## src/rtl/pool_pkg.sv

```systemverilog
// Shared constants for the 2x2 max-pooling stage: word width, signed-zero
// patterns and IEEE-754 single-precision field positions.
package pool_pkg;

  localparam int DATA_WIDTH = 32;

  localparam logic [31:0] FP_ZERO     = 32'h0000_0000;
  localparam logic [31:0] FP_NEG_ZERO = 32'h8000_0000;

  localparam int SIGN_BIT = 31;
  localparam int EXP_MSB  = 30;
  localparam int EXP_LSB  = 23;
  localparam int MAN_MSB  = 22;
  localparam int MAN_LSB  = 0;

endpackage

```

## src/rtl/fp_max.sv

```systemverilog
// Combinational sign-magnitude maximum of two IEEE-754 words.
// Equal values (including +0 against -0) return operand a.
module fp_max
  import pool_pkg::*;
#(
  parameter int W = DATA_WIDTH
) (
  input  logic [W-1:0] a,
  input  logic [W-1:0] b,
  output logic [W-1:0] res
);

  logic         sa, sb;
  logic [W-2:0] ma, mb;

  assign sa = a[W-1];
  assign sb = b[W-1];
  assign ma = a[W-2:0];
  assign mb = b[W-2:0];

  always_comb begin
    res = a;
    if (sa != sb) begin
      // Opposite signs: only the two zeros compare equal.
      if ((ma != '0) || (mb != '0)) begin
        res = sa ? b : a;
      end
    end else if (!sa) begin
      res = (mb > ma) ? b : a;
    end else begin
      res = (mb < ma) ? b : a;
    end
  end

endmodule

```

## src/rtl/max_pool_2x2_stream.sv

```systemverilog
// Streaming 2x2 / stride-2 max pool over a raster-order frame, one pixel per valid cycle.
// Row pairs are folded into a half-width line buffer; results appear one cycle after the window's last pixel.
module max_pool_2x2_stream
  import pool_pkg::*;
#(
  parameter int DATA_WIDTH = pool_pkg::DATA_WIDTH,
  parameter int IMG_WIDTH  = 32,
  parameter int IMG_HEIGHT = 32
) (
  input  logic                  clk,
  input  logic                  rst,
  input  logic [DATA_WIDTH-1:0] data_in,
  input  logic                  valid_in,
  output logic [DATA_WIDTH-1:0] data_out,
  output logic                  valid_out,
  output logic                  last_out
);

  localparam int CW       = (IMG_WIDTH  > 2) ? $clog2(IMG_WIDTH)  : 1;
  localparam int RW       = (IMG_HEIGHT > 2) ? $clog2(IMG_HEIGHT) : 1;
  localparam int LB_DEPTH = IMG_WIDTH / 2;
  localparam int LBW      = (LB_DEPTH > 1) ? $clog2(LB_DEPTH) : 1;

  generate
    if ((IMG_WIDTH % 2 != 0) || (IMG_WIDTH < 2) ||
        (IMG_HEIGHT % 2 != 0) || (IMG_HEIGHT < 2)) begin : g_bad_dims
      $error("max_pool_2x2_stream: IMG_WIDTH and IMG_HEIGHT must be even and >= 2");
    end
  endgenerate

  logic [CW-1:0]         col_q, col_d;
  logic [RW-1:0]         row_q, row_d;
  logic [DATA_WIDTH-1:0] pair_q, pair_d;
  logic [DATA_WIDTH-1:0] data_out_q, data_out_d;
  logic                  valid_out_q, valid_out_d;
  logic                  last_out_q, last_out_d;

  logic [DATA_WIDTH-1:0] linebuf_q [LB_DEPTH];
  logic [LBW-1:0]        lb_idx;
  logic [DATA_WIDTH-1:0] lb_rd;
  logic                  lb_we;

  logic [DATA_WIDTH-1:0] h_max, v_max;
  logic                  col_end, row_end;

  assign col_end = (col_q == CW'(IMG_WIDTH - 1));
  assign row_end = (row_q == RW'(IMG_HEIGHT - 1));
  assign lb_idx  = LBW'(col_q >> 1);
  assign lb_rd   = linebuf_q[lb_idx];

  fp_max #(.W(DATA_WIDTH)) u_hmax (
    .a   (pair_q),
    .b   (data_in),
    .res (h_max)
  );

  fp_max #(.W(DATA_WIDTH)) u_vmax (
    .a   (lb_rd),
    .b   (h_max),
    .res (v_max)
  );

  always_comb begin
    col_d       = col_q;
    row_d       = row_q;
    pair_d      = pair_q;
    data_out_d  = data_out_q;
    valid_out_d = 1'b0;
    last_out_d  = 1'b0;
    lb_we       = 1'b0;

    if (valid_in) begin
      // Even column opens a horizontal pair; odd column closes it.
      if (!col_q[0]) begin
        pair_d = data_in;
      end else if (!row_q[0]) begin
        lb_we = 1'b1;
      end else begin
        data_out_d  = v_max;
        valid_out_d = 1'b1;
        last_out_d  = col_end && row_end;
      end

      if (col_end) begin
        col_d = '0;
        row_d = row_end ? '0 : row_q + 1'b1;
      end else begin
        col_d = col_q + 1'b1;
      end
    end
  end

  always_ff @(posedge clk) begin
    if (rst) begin
      col_q       <= '0;
      row_q       <= '0;
      pair_q      <= '0;
      data_out_q  <= '0;
      valid_out_q <= 1'b0;
      last_out_q  <= 1'b0;
    end else begin
      col_q       <= col_d;
      row_q       <= row_d;
      pair_q      <= pair_d;
      data_out_q  <= data_out_d;
      valid_out_q <= valid_out_d;
      last_out_q  <= last_out_d;
    end
  end

  // Entries are always written on an even row before being read, so no reset is needed.
  always_ff @(posedge clk) begin
    if (!rst && lb_we) begin
      linebuf_q[lb_idx] <= h_max;
    end
  end

  assign data_out  = data_out_q;
  assign valid_out = valid_out_q;
  assign last_out  = last_out_q;

endmodule
```

## config.mk

```make
export PLATFORM = sky130hd
export DESIGN_NAME = max_pool_2x2_stream
export DESIGN_NICKNAME = d
export VERILOG_FILES = /design/src/rtl/pool_pkg.sv /design/src/rtl/fp_max.sv /design/src/rtl/max_pool_2x2_stream.sv
export SDC_FILE = /design/constraint.sdc
export NUM_CORES = 1
export LEC_CHECK = 0
export BUFFER_PORTS_ARGS = -buffer_cell sky130_fd_sc_hd__buf_2
export CAP_MARGIN = 15
export CORE_UTILIZATION = 30
export DETAILED_ROUTE_END_ITERATION = 16
export GPL_TIMING_DRIVEN = 1
export SYNTH_ARGS = -nofsm -noshare
export SYNTH_HDL_FRONTEND = slang
export SYNTH_SLANG_ARGS = --single-unit
```

## constraint.sdc

```tcl
create_clock -name clk -period 5.3 [get_ports clk]
set_input_delay 0 -clock clk [delete_from_list [all_inputs] [get_ports clk]]
set_output_delay 0 -clock clk [all_outputs]
set_load 0.05 [all_outputs]
```

==> results.json <==
{
  "cp-startpoint": "pair_q[2]",
  "crit_family": "compound AO/OA/AOI/OAI gates",
  "relSlewSlack_pct": 21.89,
  "grt_max_degree": 42,
  "end_kind": "flip-flop",
  "antenna_found_initial": 9,
  "final_cell_area_um2": 30240,
  "arrival_ns": 5.58,
  "drc": 0,
  "avgViaCountPerCell": 5.331,
  "gp_congestion": 0.9447,
  "ys_types": 58,
  "syn_to_final_growth_pct": 21.08,
  "crit_type": "flip-flop to flip-flop",
  "drv_slew": 0,
  "leakagePower_nw": 10.18,
  "die_x_um": 290.5,
  "reg2reg_setup_slack_ns": 0.23,
  "start_util_pct": 30.36,
  "clockRootBuffer": "clkbuf_16",
  "endpoint": "data_out[19]",
  "critPathSlowestCell": "or4_4",
  "clock_sinks": 592,
  "drive_above_1_share_pct": 27.76,
  "worstRegToRegCells": 21,
  "nFillCells": 7686,
  "slowest_delay_ns": 0.57,
  "cts_made_buffers": 66,
  "wl_per_cell_um": 24.31,
  "drt_wl_total_um": 70270,
  "placedInstanceArea_um2": 27570,
  "dr.pass1.iters": 8,
  "async_flop_share_pct": 0,
  "rr_endpoint": "data_out[19]",
  "finalHoldViolCount": 0,
  "seq_area_frac_synth_pct": 67.98,
  "core_area_um2": 82240,
  "grt_first_pass_wirelength_um": 102900,
  "io_buffers": 68,
  "synth_nets": 1635,
  "nNetsFinal": 1871,
  "cts-htree-levels": 3,
  "clk_path_buf_depth": 3,
  "grt_overflow": 0,
  "status": "finished clean",
  "crit_buf_inv": 5,
  "num_rows": 105,
  "drv_cap": 0,
  "irDropWorstVdd_mv": 0.2121,
  "cp-start-kind": "flip-flop",
  "final-setup-viol-count": 0,
  "dr_total_vias": 15410,
  "synth_cells": 1532,
  "avgSynthCellArea_um2": 16.30,
  "syn_area_um2": 24970,
  "ant_nets": 0,
  "place_hpwl_um": 45870,
  "required_ns": 5.81,
  "ios": 69,
  "grt_usage_pct": 16.49,
  "cts_tree": "built",
  "worst_slew_pin_slew_ns": 1.169,
  "die_y_um": 290.5,
  "clock.fmax_mhz": 197.1,
  "path_max_fanout": 14,
  "cp.depth": 21,
  "fin_worst_skew_ns": 0.03023,
  "holdCritPathClass": "input pin to flip-flop",
  "finalPower_mw": 10.68,
  "path_cells": "buf_4 > nor4_1 > nand3_1 > or4_4 > o21ai_2 > o31ai_2 > a21oi_2 > buf_4 > buf_6 > mux2_2 > ha_1 > a21o_1 > a21o_1 > a21o_1 > a21o_1 > o31ai_1 > buf_4 > a21boi_2 > buf_12 > or4_1 > o211ai_1",
  "synth_edf_count": 512,
  "clkLatencyLatePin_ns": 0.60,
  "cp_common_cell": "a21o_1",
  "synth_ff_type": "edfxtp_1",
  "synth_warnings": 0,
  "path_clk_slew_ns": 0.07,
  "power_density_nw_per_um2": 353.1,
  "first_iter_violations": 1737,
  "ys_ff_latch": 592,
  "min_period_ns": 5.073,
  "min_period_over_period_pct": 95.72,
  "die_area_um2": 84400,
  "holdWs_ns": 0.2365,
  "grt_pass1_vias": 15490,
  "crit-reg2reg-launch": "pair_q[2]"
}
[cells in the mapped netlist (4+ instances only)]
master    count  area, um^2
a311oi_1     17       148.9
nand3b_1     16       120.1
mux2_2       29       326.6
a221oi_1     18       157.7
inv_1        51       191.4
o311ai_0      7       61.31
a21oi_1      67       335.3
a22oi_1      20       150.1
nor4_1       14       87.58
buf_4         5       37.54
or4_1        15       112.6
clkbuf_1     56       210.2
o22ai_1      10       62.56
or3_1         5       31.28
o21a_1        7       52.55
buf_2        12       60.06
nand2b_1      8       50.05
nand4_1      23       143.9
edfxtp_1    512       15370
and3_1        6       37.54
o31ai_1       6       45.04
a31oi_1       5       31.28
nand2_1     107       401.6
ha_1         68       850.8
a22o_1       16       140.1
dfxtp_1      80        1602
nor2b_1       4       25.02
a21o_1       11       82.58
nor2_1       64       240.2
buf_1         4       15.01
mux4_2      129        2905
o211ai_1     15       112.6
o21ai_0      36       180.2
nand3_1      31       155.2
nor3_1       21       105.1
buf_6         5       56.30
[layout by cell type, fill, tap and decap left out, types with 20 or more instances in the layout]
| cell | n |
|---|---|
| nand2_1 | 107 |
| nor2_1 | 49 |
| buf_4 | 125 |
| nand3_1 | 31 |
| edfxtp_1 | 512 |
| o21ai_0 | 32 |
| mux2_2 | 29 |
| a21oi_1 | 64 |
| inv_1 | 51 |
| nand4_1 | 23 |
| mux4_2 | 129 |
| a22oi_1 | 20 |
| dfxtp_1 | 74 |
| clkbuf_16 | 69 |
| buf_2 | 68 |
| ha_1 | 68 |
| dlygate4sd3_1 | 43 |
[power breakdown]
group | total [mW] | switching, mW | internal [mW]
Combinational | 1.00 | 0.598 | 0.403
Sequential | 5.21 | 0.0248 | 5.19
Clock | 4.46 | 1.85 | 2.61
Total | 10.7 | 2.48 | 8.20
[cell families (layout without fill, tap and decap cells)]
group / after synthesis / count (layout) / share of synthesized area [%]
other: 0 / 1 / 0
adder cells (fa/ha/maj): 68 / 68 / 3.407
flip-flops: 592 / 592 / 67.98
AND/OR/NAND/NOR: 325 / 325 / 6.383
multiplexers: 161 / 161 / 13.06
AO/OA/AOI/OAI: 253 / 253 / 6.879
buffers and inverters: 133 / 420 / 2.285
[repair_timing]
| action | in CTS | in global routing |
|---|---|---|
| buffers inserted | 2 | 4 |
| pin swaps | 2 | 5 |
| hold buffers | 43 | 0 |
| hold endpoints to repair | 42 | 0 |
| setup endpoints to repair | 23 | 31 |
| gates resized for setup | 2 | 24 |
[flip-flops by register name (all words and copies together) (netlist names), named ones only]
name / count
col_q: 5
data_out: 32
last_out: 1
linebuf_q: 512
pair_q: 32
row_q: 5
valid_out: 1
[layout make-up]
class	count	area [um^2]	area share (%)
Multi-Input combinational cell	807	7651	25.30
Sequential cell	592	16990	56.19
Clock buffer	85	1807	5.975
Tap cell	1070	1339	4.428
Antenna cell	1	2.502	0.008276
Clock inverter	34	282.8	0.9352
Inverter	51	191.4	0.6331
Timing Repair Buffer	250	1972	6.522
[metrics by stage]
stage | std cells | setup TNS [ns] | utilization [%] | setup slack, ns
CTS | 2885 | 0 | 36.61 | 0.07660
global placement | 2721 | -0.4604 | 33.52 | -0.04564
finish | 2890 | 0 | 36.77 | 0.2271
floorplan | 1532 | 0 | - | 0.01081
detailed placement | 2721 | -0.6232 | 33.52 | -0.09009
global route | 2889 | -0.05564 | 36.76 | -0.02355
[routing by layer]
layer | part of all wire [%] | vias up | GRT usage (%)
met5 | 0 | - | 0
met2 | 46 | 593 | 25.61
met3 | 7.8 | 98 | 3.281
li1 | - | 6676 | -
met1 | 44 | 8041 | 23.22
met4 | 2.2 | 0 | 5.123
[worst register-to-register path, stage by stage (launching register included)]
cell and delay, ns:
dfxtp_1 0.32, buf_4 0.15, nor4_1 0.33, nand3_1 0.15
or4_4 0.57, o21ai_2 0.17, o31ai_2 0.11, a21oi_2 0.14
buf_4 0.15, buf_6 0.18, mux2_2 0.39, ha_1 0.30
a21o_1 0.17, a21o_1 0.18, a21o_1 0.18, a21o_1 0.18
o31ai_1 0.27, buf_4 0.18, a21boi_2 0.09, buf_12 0.15
or4_1 0.51, o211ai_1 0.12
[worst min path at each step]
stage,end,start,cells after the start
detailed placement,pair_q[31],data_in[31],3
CTS,pair_q[5],data_in[5],4
global route,pair_q[5],data_in[5],4
floorplan,pair_q[16],data_in[16],2
finish,pair_q[6],data_in[6],4
global placement,pair_q[31],data_in[31],3
(Power assumes the default switching activity.)
